## src/rtl/mem_arbiter_ctrl_if.sv

```systemverilog
// Client request channels plus the byte-serial external memory port of mem_arbiter_ctrl.
// slave is the controller side, master is the client/memory side.
interface mem_arbiter_ctrl_if #(
  parameter int NCH       = 2,
  parameter int MAX_BYTES = 16,
  parameter int LEN_W     = 5
);
  logic [7:0]             mem_in;
  logic [7:0]             mem_out;
  logic [31:0]            mem_addr;
  logic                   mem_rw;
  logic [NCH-1:0]         req_en;
  logic [NCH-1:0]         req_rw;
  logic [NCH*32-1:0]      req_addr;
  logic [NCH*LEN_W-1:0]   req_len;
  logic [NCH*32-1:0]      req_wdata;
  logic [NCH-1:0]         done;
  logic [MAX_BYTES*8-1:0] rdata;

  modport slave (
    input  mem_in, req_en, req_rw, req_addr, req_len, req_wdata,
    output mem_out, mem_addr, mem_rw, done, rdata
  );

  modport master (
    output mem_in, req_en, req_rw, req_addr, req_len, req_wdata,
    input  mem_out, mem_addr, mem_rw, done, rdata
  );
endinterface

```

## src/rtl/mem_arbiter_ctrl.sv

```systemverilog
// NCH-channel byte-serial memory controller with burst reads, short writes and read abort.
// Define ROUND_ROBIN_EN for round-robin arbitration; otherwise lowest channel index wins.
module mem_arbiter_ctrl #(
  parameter int             NCH        = 2,
  parameter int             MAX_BYTES  = 16,
  parameter int             LEN_W      = 5,
  parameter logic [NCH-1:0] ABORT_MASK = NCH'(2'b10)
) (
  input  logic              clk,
  input  logic              rst_n,
  input  logic              rdy,
  input  logic              rollback,
  mem_arbiter_ctrl_if.slave bus
);

  localparam int CH_W = (NCH > 1) ? $clog2(NCH) : 1;

  typedef enum logic [1:0] {IDLE, READ, WRITE, GAP} state_t;

  state_t                 state_q, state_d;
  logic [LEN_W-1:0]       cnt_q, cnt_d;
  logic [LEN_W-1:0]       len_q, len_d;
  logic [31:0]            addr_q, addr_d;
  logic [31:0]            wdata_q, wdata_d;
  logic [CH_W-1:0]        ch_q, ch_d;
  logic [31:0]            mem_addr_q, mem_addr_d;
  logic [7:0]             mem_out_q, mem_out_d;
  logic                   mem_rw_q, mem_rw_d;
  logic [NCH-1:0]         done_q, done_d;
  logic [MAX_BYTES*8-1:0] rdata_q, rdata_d;

  logic                   gnt_vld;
  logic [CH_W-1:0]        gnt_idx;
  logic [CH_W-1:0]        gnt_next;
  logic [LEN_W-1:0]       gnt_len;
  logic                   gnt_rw;
  logic [7:0]             wbyte;
  int                     byte_idx;

`ifdef ROUND_ROBIN_EN
  logic [CH_W-1:0]        rr_ptr_q, rr_ptr_d;
  int                     rr_idx;

  // Search from the pointer upward; iterating backwards lets the nearest requester win.
  always_comb begin
    gnt_vld = 1'b0;
    gnt_idx = '0;
    rr_idx  = 0;
    for (int off = NCH-1; off >= 0; off--) begin
      rr_idx = (int'(rr_ptr_q) + off) % NCH;
      if (bus.req_en[rr_idx]) begin
        gnt_vld = 1'b1;
        gnt_idx = CH_W'(rr_idx);
      end
    end
  end
`else
  always_comb begin
    gnt_vld = 1'b0;
    gnt_idx = '0;
    for (int i = NCH-1; i >= 0; i--) begin
      if (bus.req_en[i]) begin
        gnt_vld = 1'b1;
        gnt_idx = CH_W'(i);
      end
    end
  end
`endif

  always_comb begin
    gnt_next = (int'(gnt_idx) == NCH-1) ? '0 : gnt_idx + CH_W'(1);
    gnt_rw   = bus.req_rw[gnt_idx];
    gnt_len  = bus.req_len[LEN_W*gnt_idx +: LEN_W];
    // Out-of-range lengths are clamped so a bad client cannot overrun rdata or wdata.
    if (gnt_rw && gnt_len > LEN_W'(4)) begin
      gnt_len = LEN_W'(4);
    end else if (!gnt_rw && gnt_len > LEN_W'(MAX_BYTES)) begin
      gnt_len = LEN_W'(MAX_BYTES);
    end
  end

  always_comb begin
    case (cnt_q[1:0])
      2'd0:    wbyte = wdata_q[7:0];
      2'd1:    wbyte = wdata_q[15:8];
      2'd2:    wbyte = wdata_q[23:16];
      default: wbyte = wdata_q[31:24];
    endcase
  end

  // Next-state logic; with rdy low every register keeps its value.
  always_comb begin
    state_d    = state_q;
    cnt_d      = cnt_q;
    len_d      = len_q;
    addr_d     = addr_q;
    wdata_d    = wdata_q;
    ch_d       = ch_q;
    mem_addr_d = mem_addr_q;
    mem_out_d  = mem_out_q;
    mem_rw_d   = mem_rw_q;
    done_d     = done_q;
    rdata_d    = rdata_q;
    byte_idx   = 0;
`ifdef ROUND_ROBIN_EN
    rr_ptr_d   = rr_ptr_q;
`endif
    if (rdy) begin
      done_d = '0;
      case (state_q)
        IDLE: begin
          if (gnt_vld && !rollback) begin
            ch_d    = gnt_idx;
            len_d   = gnt_len;
            addr_d  = bus.req_addr[32*gnt_idx +: 32];
            wdata_d = bus.req_wdata[32*gnt_idx +: 32];
            cnt_d   = '0;
            rdata_d = '0;
`ifdef ROUND_ROBIN_EN
            rr_ptr_d = gnt_next;
`endif
            if (gnt_len == '0) begin
              done_d[gnt_idx] = 1'b1;
              state_d         = GAP;
            end else if (gnt_rw) begin
              state_d = WRITE;
            end else begin
              mem_addr_d = bus.req_addr[32*gnt_idx +: 32];
              state_d    = READ;
            end
          end
        end
        READ: begin
          if (rollback && ABORT_MASK[ch_q]) begin
            mem_addr_d = '0;
            state_d    = IDLE;
          end else begin
            // Data for the address issued one cycle earlier is on mem_in now.
            if (cnt_q != '0) begin
              byte_idx = int'(cnt_q) - 1;
              if (byte_idx < MAX_BYTES) begin
                rdata_d[8*byte_idx +: 8] = bus.mem_in;
              end
            end
            if (cnt_q == len_q) begin
              done_d[ch_q] = 1'b1;
              state_d      = GAP;
            end else begin
              cnt_d = cnt_q + LEN_W'(1);
              if (cnt_d < len_q) begin
                mem_addr_d = addr_q + 32'(cnt_d);
              end else begin
                mem_addr_d = '0;
              end
            end
          end
        end
        WRITE: begin
          if (cnt_q == len_q) begin
            mem_rw_d     = 1'b0;
            mem_addr_d   = '0;
            mem_out_d    = '0;
            done_d[ch_q] = 1'b1;
            state_d      = GAP;
          end else begin
            mem_rw_d   = 1'b1;
            mem_addr_d = addr_q + 32'(cnt_q);
            mem_out_d  = wbyte;
            cnt_d      = cnt_q + LEN_W'(1);
          end
        end
        GAP: begin
          state_d = IDLE;
        end
        default: begin
          state_d = IDLE;
        end
      endcase
    end
  end

  always_ff @(posedge clk or negedge rst_n) begin
    if (!rst_n) begin
      state_q    <= IDLE;
      cnt_q      <= '0;
      len_q      <= '0;
      addr_q     <= '0;
      wdata_q    <= '0;
      ch_q       <= '0;
      mem_addr_q <= '0;
      mem_out_q  <= '0;
      mem_rw_q   <= 1'b0;
      done_q     <= '0;
      rdata_q    <= '0;
`ifdef ROUND_ROBIN_EN
      rr_ptr_q   <= '0;
`endif
    end else begin
      state_q    <= state_d;
      cnt_q      <= cnt_d;
      len_q      <= len_d;
      addr_q     <= addr_d;
      wdata_q    <= wdata_d;
      ch_q       <= ch_d;
      mem_addr_q <= mem_addr_d;
      mem_out_q  <= mem_out_d;
      mem_rw_q   <= mem_rw_d;
      done_q     <= done_d;
      rdata_q    <= rdata_d;
`ifdef ROUND_ROBIN_EN
      rr_ptr_q   <= rr_ptr_d;
`endif
    end
  end

  assign bus.mem_addr = mem_addr_q;
  assign bus.mem_out  = mem_out_q;
  assign bus.mem_rw   = mem_rw_q;
  assign bus.done     = done_q;
  assign bus.rdata    = rdata_q;

endmodule

```

## src/flat_wrapper.sv

```systemverilog
// flat-port wrapper written by rule: the top's interface ports become plain ports
module mem_arbiter_ctrl_flat 
#(
  parameter int             NCH        = 2,
  parameter int             MAX_BYTES  = 16,
  parameter int             LEN_W      = 5,
  parameter logic [NCH-1:0] ABORT_MASK = NCH'(2'b10)
)
  (clk, rst_n, rdy, rollback, bus_mem_in, bus_req_en, bus_req_rw, bus_req_addr, bus_req_len, bus_req_wdata, bus_mem_out, bus_mem_addr, bus_mem_rw, bus_done, bus_rdata);
  mem_arbiter_ctrl_if #(.NCH(NCH), .MAX_BYTES(MAX_BYTES), .LEN_W(LEN_W)) bus_i ();
  input  logic clk;
  input  logic rst_n;
  input  logic rdy;
  input  logic rollback;
  input wire logic [$bits(bus_i.mem_in)-1:0] bus_mem_in;
  input wire logic [$bits(bus_i.req_en)-1:0] bus_req_en;
  input wire logic [$bits(bus_i.req_rw)-1:0] bus_req_rw;
  input wire logic [$bits(bus_i.req_addr)-1:0] bus_req_addr;
  input wire logic [$bits(bus_i.req_len)-1:0] bus_req_len;
  input wire logic [$bits(bus_i.req_wdata)-1:0] bus_req_wdata;
  output wire logic [$bits(bus_i.mem_out)-1:0] bus_mem_out;
  output wire logic [$bits(bus_i.mem_addr)-1:0] bus_mem_addr;
  output wire logic [$bits(bus_i.mem_rw)-1:0] bus_mem_rw;
  output wire logic [$bits(bus_i.done)-1:0] bus_done;
  output wire logic [$bits(bus_i.rdata)-1:0] bus_rdata;
  assign bus_i.mem_in = bus_mem_in;
  assign bus_i.req_en = bus_req_en;
  assign bus_i.req_rw = bus_req_rw;
  assign bus_i.req_addr = bus_req_addr;
  assign bus_i.req_len = bus_req_len;
  assign bus_i.req_wdata = bus_req_wdata;
  assign bus_mem_out = bus_i.mem_out;
  assign bus_mem_addr = bus_i.mem_addr;
  assign bus_mem_rw = bus_i.mem_rw;
  assign bus_done = bus_i.done;
  assign bus_rdata = bus_i.rdata;
  mem_arbiter_ctrl #(.NCH(NCH), .MAX_BYTES(MAX_BYTES), .LEN_W(LEN_W), .ABORT_MASK(ABORT_MASK)) u_core (.clk(clk), .rst_n(rst_n), .rdy(rdy), .rollback(rollback), .bus(bus_i));
endmodule
```

## config.mk

```make
export PLATFORM = sky130hd
export DESIGN_NAME = mem_arbiter_ctrl_flat
export DESIGN_NICKNAME = d
export VERILOG_FILES = /design/src/rtl/mem_arbiter_ctrl_if.sv /design/src/rtl/mem_arbiter_ctrl.sv /design/src/flat_wrapper.sv
export SDC_FILE = /design/constraint.sdc
export NUM_CORES = 1
export LEC_CHECK = 0
export BUFFER_PORTS_ARGS = -buffer_cell sky130_fd_sc_hd__buf_4
export CAP_MARGIN = 20
export CELL_PAD_IN_SITES_DETAIL_PLACEMENT = 0
export CELL_PAD_IN_SITES_GLOBAL_PLACEMENT = 1
export CORE_MARGIN = 5
export CORE_UTILIZATION = 41
export CTS_CLUSTER_DIAMETER = 60
export DETAILED_ROUTE_END_ITERATION = 7
export PLACE_DENSITY_LB_ADDON = 0.1
export SYNTH_ARGS = -nofsm -noshare
export SYNTH_HDL_FRONTEND = slang
export SYNTH_SLANG_ARGS = --single-unit
```

## constraint.sdc

```tcl
create_clock -name clk -period 5.8 [get_ports clk]
set_input_delay 0.58 -clock clk [delete_from_list [all_inputs] [get_ports clk]]
set_output_delay 0.58 -clock clk [all_outputs]
set_load 0.01 [all_outputs]
```

# Yosys cells after proc, flatten, opt, wreduce, memory -nomap -nowiden
# Index checks and enable logic that the tools add are counted.
# W data, S select, Z words.
[op_classes] add_sub_neg=5 n_mul=1 div=0 order_cmp=8 eq_ne=13 n_shift=5 muxes=45 n_bitwise=0 reduce_logical=20
[ops] operator="$mux W128" n=4
[ops] operator="$pmux W128 S2" n=1
[ops] operator="$mux W32" n=7
[ops] operator="$bwmux W128" n=1
[ops] operator="$shift A8 B33 Y128 const A" n=1
[ops] operator="$shiftx A64 B7 Y32" n=2
[ops] operator="$shiftx A8 B33 Y128" n=1
[ops] operator="$pmux W32 S3" n=1
[ops] operator="$add A32 B5 Y32" n=2
[ops] operator="$neg A32 Y33" n=1
[ops] operator="$lt A32 B6 Y1 const B" n=1
[ops] operator="$mux W5" n=5
[ops] operator="$pmux W8 S3" n=1
[ops] operator="$mux W2" n=9
[ops] operator="$pmux W5 S3" n=1
[ops] operator="$reduce_and A6 Y1" n=2
[ops] operator="$mux W1" n=10
[ops] operator="$shiftx A10 B5 Y5" n=1
[ops] operator="$mux W8" n=1
[ops] operator="$pmux W2 S4" n=1
[ops] operator="$eq A2 B2 Y1 const B" n=3
[ops] operator="$logic_and A1 B1 Y1" n=6
[ops] operator="$ne A2 B1 Y1 const B" n=3
[ops] operator="$ne A2 B2 Y1 const B" n=3
[ops] operator="other kinds (22)" n=29
[totals] ff_bits=248 latchBits=0 ram_bits=0 romBits=0 input_bits=154 output_inout_bits=171 elab_cells=108 mem_count=0

# Depth between registers and ports, before layout
[depth] ltp_word=12 mapped_depth=18 depth_no_buf=14

# Least setup slack after synthesis
# No wires, ideal clock.
[synth_timing] kind="reg2reg" from="register u_core.cnt_q[1]" to="register u_core.rdata_q[56], in the netlist u_core.bus.rdata[56]" setup_time_ps=66 arrival_ps=4023 t_required_ps=5734 path_slack_ps=1711 stages_incl_launch_ff=17 n_path_buf=4 period_less_slack_ps=4089 path_cell_list="dfrtp_1 clkbuf_1 inv_1 ha_1 buf_2 nand2_1 or4_1 ha_1 nand4_1 or4b_4 a211oi_2 nand2b_1 or4_1 buf_4 nor2b_4 buf_6 a22o_1"
[synth_between] elab_chain_len=8 elab_cells_between_ends=14 classes_between="2 x add/sub; 1 x order compare; 2 x eq/ne; 2 x shift; 5 x mux; 2 x reduce/logical"
[synth_lines] item="start, declared" line_no="mem_arbiter_ctrl.sv:21" source="logic [LEN_W-1:0] cnt_q, cnt_d;"
[synth_lines] item="start signal, assigned" line_no="mem_arbiter_ctrl.sv:200" source="cnt_q <= cnt_d;"
[synth_lines] item="$sub A5 B1 Y6" line_no="mem_arbiter_ctrl.sv:140" source="byte_idx = int'(cnt_q) - 1;"
[synth_lines] item="$neg A32 Y33" line_no="mem_arbiter_ctrl.sv:142" source="rdata_d[8*byte_idx +: 8] = bus.mem_in;"
[synth_lines] item="$shiftx A8 B33 Y128 / $shift A8 B33 Y128 (equally long branches)" line_no="mem_arbiter_ctrl.sv:142"
[synth_lines] item="$bwmux W128" line_no="mem_arbiter_ctrl.sv:142"
[synth_lines] item="$mux W128" line_no="mem_arbiter_ctrl.sv:141" source="if (byte_idx < MAX_BYTES) begin"
[synth_lines] item="$mux W128" line_no="mem_arbiter_ctrl.sv:139" source="if (cnt_q != '0) begin"
[synth_lines] item="$mux W128" line_no="mem_arbiter_ctrl.sv:134" source="if (rollback && ABORT_MASK[ch_q]) begin"
[synth_lines] item="$pmux W128 S2" line_no="mem_arbiter_ctrl.sv:110" source="case (state_q)"
[synth_lines] item="end signal, assigned" line_no="mem_arbiter_ctrl.sv:209" source="rdata_q <= rdata_d;"
[synth_lines] item="end, declared" line_no="mem_arbiter_ctrl.sv:30" source="logic [MAX_BYTES*8-1:0] rdata_q, rdata_d;"
# Several ways; a longest one is shown, not always the timed one. The select of a mux whose other input is x is not followed.
# A chain may end at the register's enable or synchronous reset.

# Final worst setup path
[layout_timing] from="register u_core.cnt_q[0]" to="register u_core.rdata_q[47], in the netlist u_core.bus.rdata[47]"
# Same word-level chain as after synthesis.

==> impl_metrics.ini <==
[logic_synthesis]
ys_ff_latch = 248
syn_inst = 1368
ys_seq_area_share_pct = 47.3
synth.net_count = 1556
synth_area_um2 = 13100
async_flop_share_pct = 100
yosysWarnings = 0
syn_area_per_cell_um2 = 9.59
synth_top_flop_cell = dfrtp_1
synth_cell_types = 80
synth-edff-count = 0

[floorplan]
die_area_um2 = 35700
initial_core_util_pct = 41.6
io_pins = 325
rows = 65
die_h_um = 189
core_area_um2 = 31600
die_w_um = 189

[detailed_routing]
ant_nets = 0
drc = 0
routed_wirelength_um = 41800
vias = 11900
viasPerCell = 5.76
wl_per_cell_um = 20.3
drt_iter0_markers = 927
drt_pre_antenna_iters = 7

[global_route]
grt_usage_pct = 22.7
grt-ovfl-total = 0
grt_antenna_before_repair = 0
grt_pass1_vias = 11800
grt_max_degree = 163
grt_pass1_wl_um = 66500

[timing]
holdWs_ns = -0.00138
hold_violations = 2
worst_slew_pin_slew_ns = 1.01
clock_skew_ns = 0.0111
fin_setup_tns_ns = 0
fin_ws_ns = 0.873
post-route-period-util_pct = 85.0
max_slew_margin_pct = 32.7
setup_viol = 0
final.min_clock_period_ns = 4.93
rsz0062_at_grt = no
finalMaxSlewViolations = 0
fmax_ghz = 0.203

[clock_network]
cts_tree = done
ctsResizeCount = 0
numCtsBuffers = 28
ctsLongestPathBuffers = 3
cts_hold_buffers = 0
htree_levels = 1
cts.reportedPaths.clkPinSlew_ns = 0.06
root_buffer = clkbuf_16
clk_latency_ns = 0.55
cts.sinks = 248
cts_setup_buffers = 0

[placed_design]
place.gp.congestion = 0.835
io_buffers = 324
post-dp-hpwl_um = 29600
post_dp_cell_area_um2 = 15800
preCtsSetupSlack_ns = 0.898
dpl.cell_count = 2004

[worst_hold_path]
hp-class = primary input to asynchronous set/reset pin

[cells_and_area]
final_util_pct = 53.4
final_cell_count_no_fill = 2057
fin_area_um2 = 16800
syn_to_final_growth_pct = 28.4
final_nets = 1821
nFillCells = 2908
drive_above_1_share_pct = 25.1
diodes = 0

[setup_path]
cp_max_fo = 16
cp_slowest_cell = dfrtp_1
cp-startpoint = u_core.cnt_q[0]
crit_type = flip-flop to flip-flop
critPathBufInv = 1
endpoint_kind = flip-flop
cp_top_family = simple AND/OR/NAND/NOR gates
cp_data_required_time_ns = 6.29
crit_chain = inv_1, ha_1, xor2_1, or4_1, ha_1, nand4_1, or4b_4, a211oi_2, nand2b_1, or4_1, nor2b_1, a22o_1
critical_path_arrival_ns = 5.42
cp_slowest_stage_delay_ns = 0.67
r2r_start = u_core.cnt_q[0]
cp-start-kind = flip-flop

[power_and_ir_drop]
totalPowerFinal_mw = 7.78
ir_drop_mv = 0.263
leakage_nw = 7.79
pwr_density_cell_nw_per_um2 = 462

[status]
status = finished with violations
violations = hold timing

[flow_run]
max-cap-violations = 0
==> logic make-up (layout without fill, tap and decap cells) <==
group	Yosys count	count (layout)	synth area share (%)
compound gates	446	446	24.6
xor+xnor	17	17	1.19
fa+ha+maj	34	34	3.36
buf+inv	127	414	3.85
flops	248	248	47.3
mux	46	46	3.54
simple gates	450	450	16.2
==> sequential cells by signal, indices dropped and copies added, names as in the netlist <==
register and flops:
u_core.bus.mem_out 8, u_core.bus.mem_addr 32, u_core.bus.mem_rw 1, u_core.bus.rdata 128, u_core.len_q 5, u_core.ch_q 1
u_core.wdata_q 32, u_core.state_q 2, u_core.cnt_q 5, u_core.bus.done 2, u_core.addr_q 32
==> synth_stat cells (4+ instances only) <==
library cell / n / area [um2]
nor2b_1: 13 / 81.3
o21ai_0: 87 / 435
a221o_1: 8 / 80.1
a211oi_1: 6 / 45.0
buf_2: 14 / 70.1
or3_1: 4 / 25.0
a222oi_1: 8 / 80.1
inv_1: 19 / 71.3
ha_1: 32 / 400
a31oi_1: 53 / 332
a21o_1: 10 / 75.1
o22ai_1: 11 / 68.8
buf_1: 8 / 30.0
and3_1: 11 / 68.8
o21a_1: 7 / 52.6
o22a_1: 5 / 43.8
nand4_1: 19 / 119
xor2_1: 6 / 52.6
nand2_1: 196 / 736
a22o_1: 57 / 499
a22oi_1: 5 / 37.5
a2bb2o_1: 9 / 90.1
o31ai_1: 7 / 52.6
or4_1: 5 / 37.5
nand2b_1: 12 / 75.1
o221ai_1: 4 / 35.0
nand3b_1: 4 / 30.0
xnor2_1: 10 / 87.6
a21oi_1: 66 / 330
and4_1: 6 / 52.6
nor3_1: 20 / 100
o211ai_1: 19 / 143
a41oi_1: 6 / 52.6
nor2_1: 96 / 360
or2_2: 4 / 25.0
nand3_1: 23 / 115
mux2i_1: 43 / 430
nand4b_1: 4 / 35.0
dfrtp_1: 248 / 6210
a32o_1: 48 / 480
and2_1: 15 / 93.8
clkbuf_1: 81 / 304
o2bb2ai_1: 9 / 78.8
==> routing by layer <==
layer / GRT usage, % / part of all wire, % / vias to the layer above
li1: - / - / 5625
met1: 32.3 / 46 / 5770
met2: 36.0 / 46 / 410
met3: 4.26 / 6.8 / 48
met4: 5.52 / 1.7 / 0
met5: 0 / 0 / -
==> worst paths after layout <==
kind,end,slack (ns),cells past startpoint
max,u_core.bus.rdata[47],0.87,12
min,u_core.bus.rdata[40],-0.001,1
max reg2reg,u_core.bus.rdata[47],0.87,12
min reg2reg,u_core.bus.mem_addr[16],0.48,2
max in group asynchronous,u_core.wdata_q[30],4.47,2
min in group clk,u_core.bus.done[0],0.29,2
==> cell type report <==
type | instances | area (um2) | area share [%]
sequential | 248 | 6210 | 36.9
timing repair buffer | 340 | 2580 | 15.3
multi-input combinational | 993 | 6440 | 38.3
clock buffer | 35 | 777 | 4.62
inverter | 22 | 82.6 | 0.491
tap | 402 | 503 | 2.99
clock inverter | 17 | 245 | 1.46
==> power by group <==
group	internal (mW)	switching, mW
sequential	2.15	0.395
combinational	1.27	2.04
clock	1.18	0.752
total	4.60	3.18
==> cells in the final DEF, fill, tap and decap left out, drive strengths merged, types with 12 or more instances in the layout <==
cell	instances
inv	22
nor2	98
a22o	57
nor2b	14
nand4	19
mux2i	43
and2	16
buf	340
clkbuf	35
o21ai	88
nand3	23
o211ai	19
ha	32
dfrtp	248
a32o	48
a21oi	66
nand2	196
nand2b	12
a31oi	53
nor3	23
==> worst reg2reg max path, cell delays in order (launching register included) <==
cell	delay (ns)
dfrtp_1	0.67
inv_1	0.32
ha_1	0.38
xor2_1	0.22
or4_1	0.56
ha_1	0.32
nand4_1	0.10
or4b_4	0.54
a211oi_2	0.26
nand2b_1	0.16
or4_1	0.64
nor2b_1	0.49
a22o_1	0.21
(Power assumes the default switching activity.)
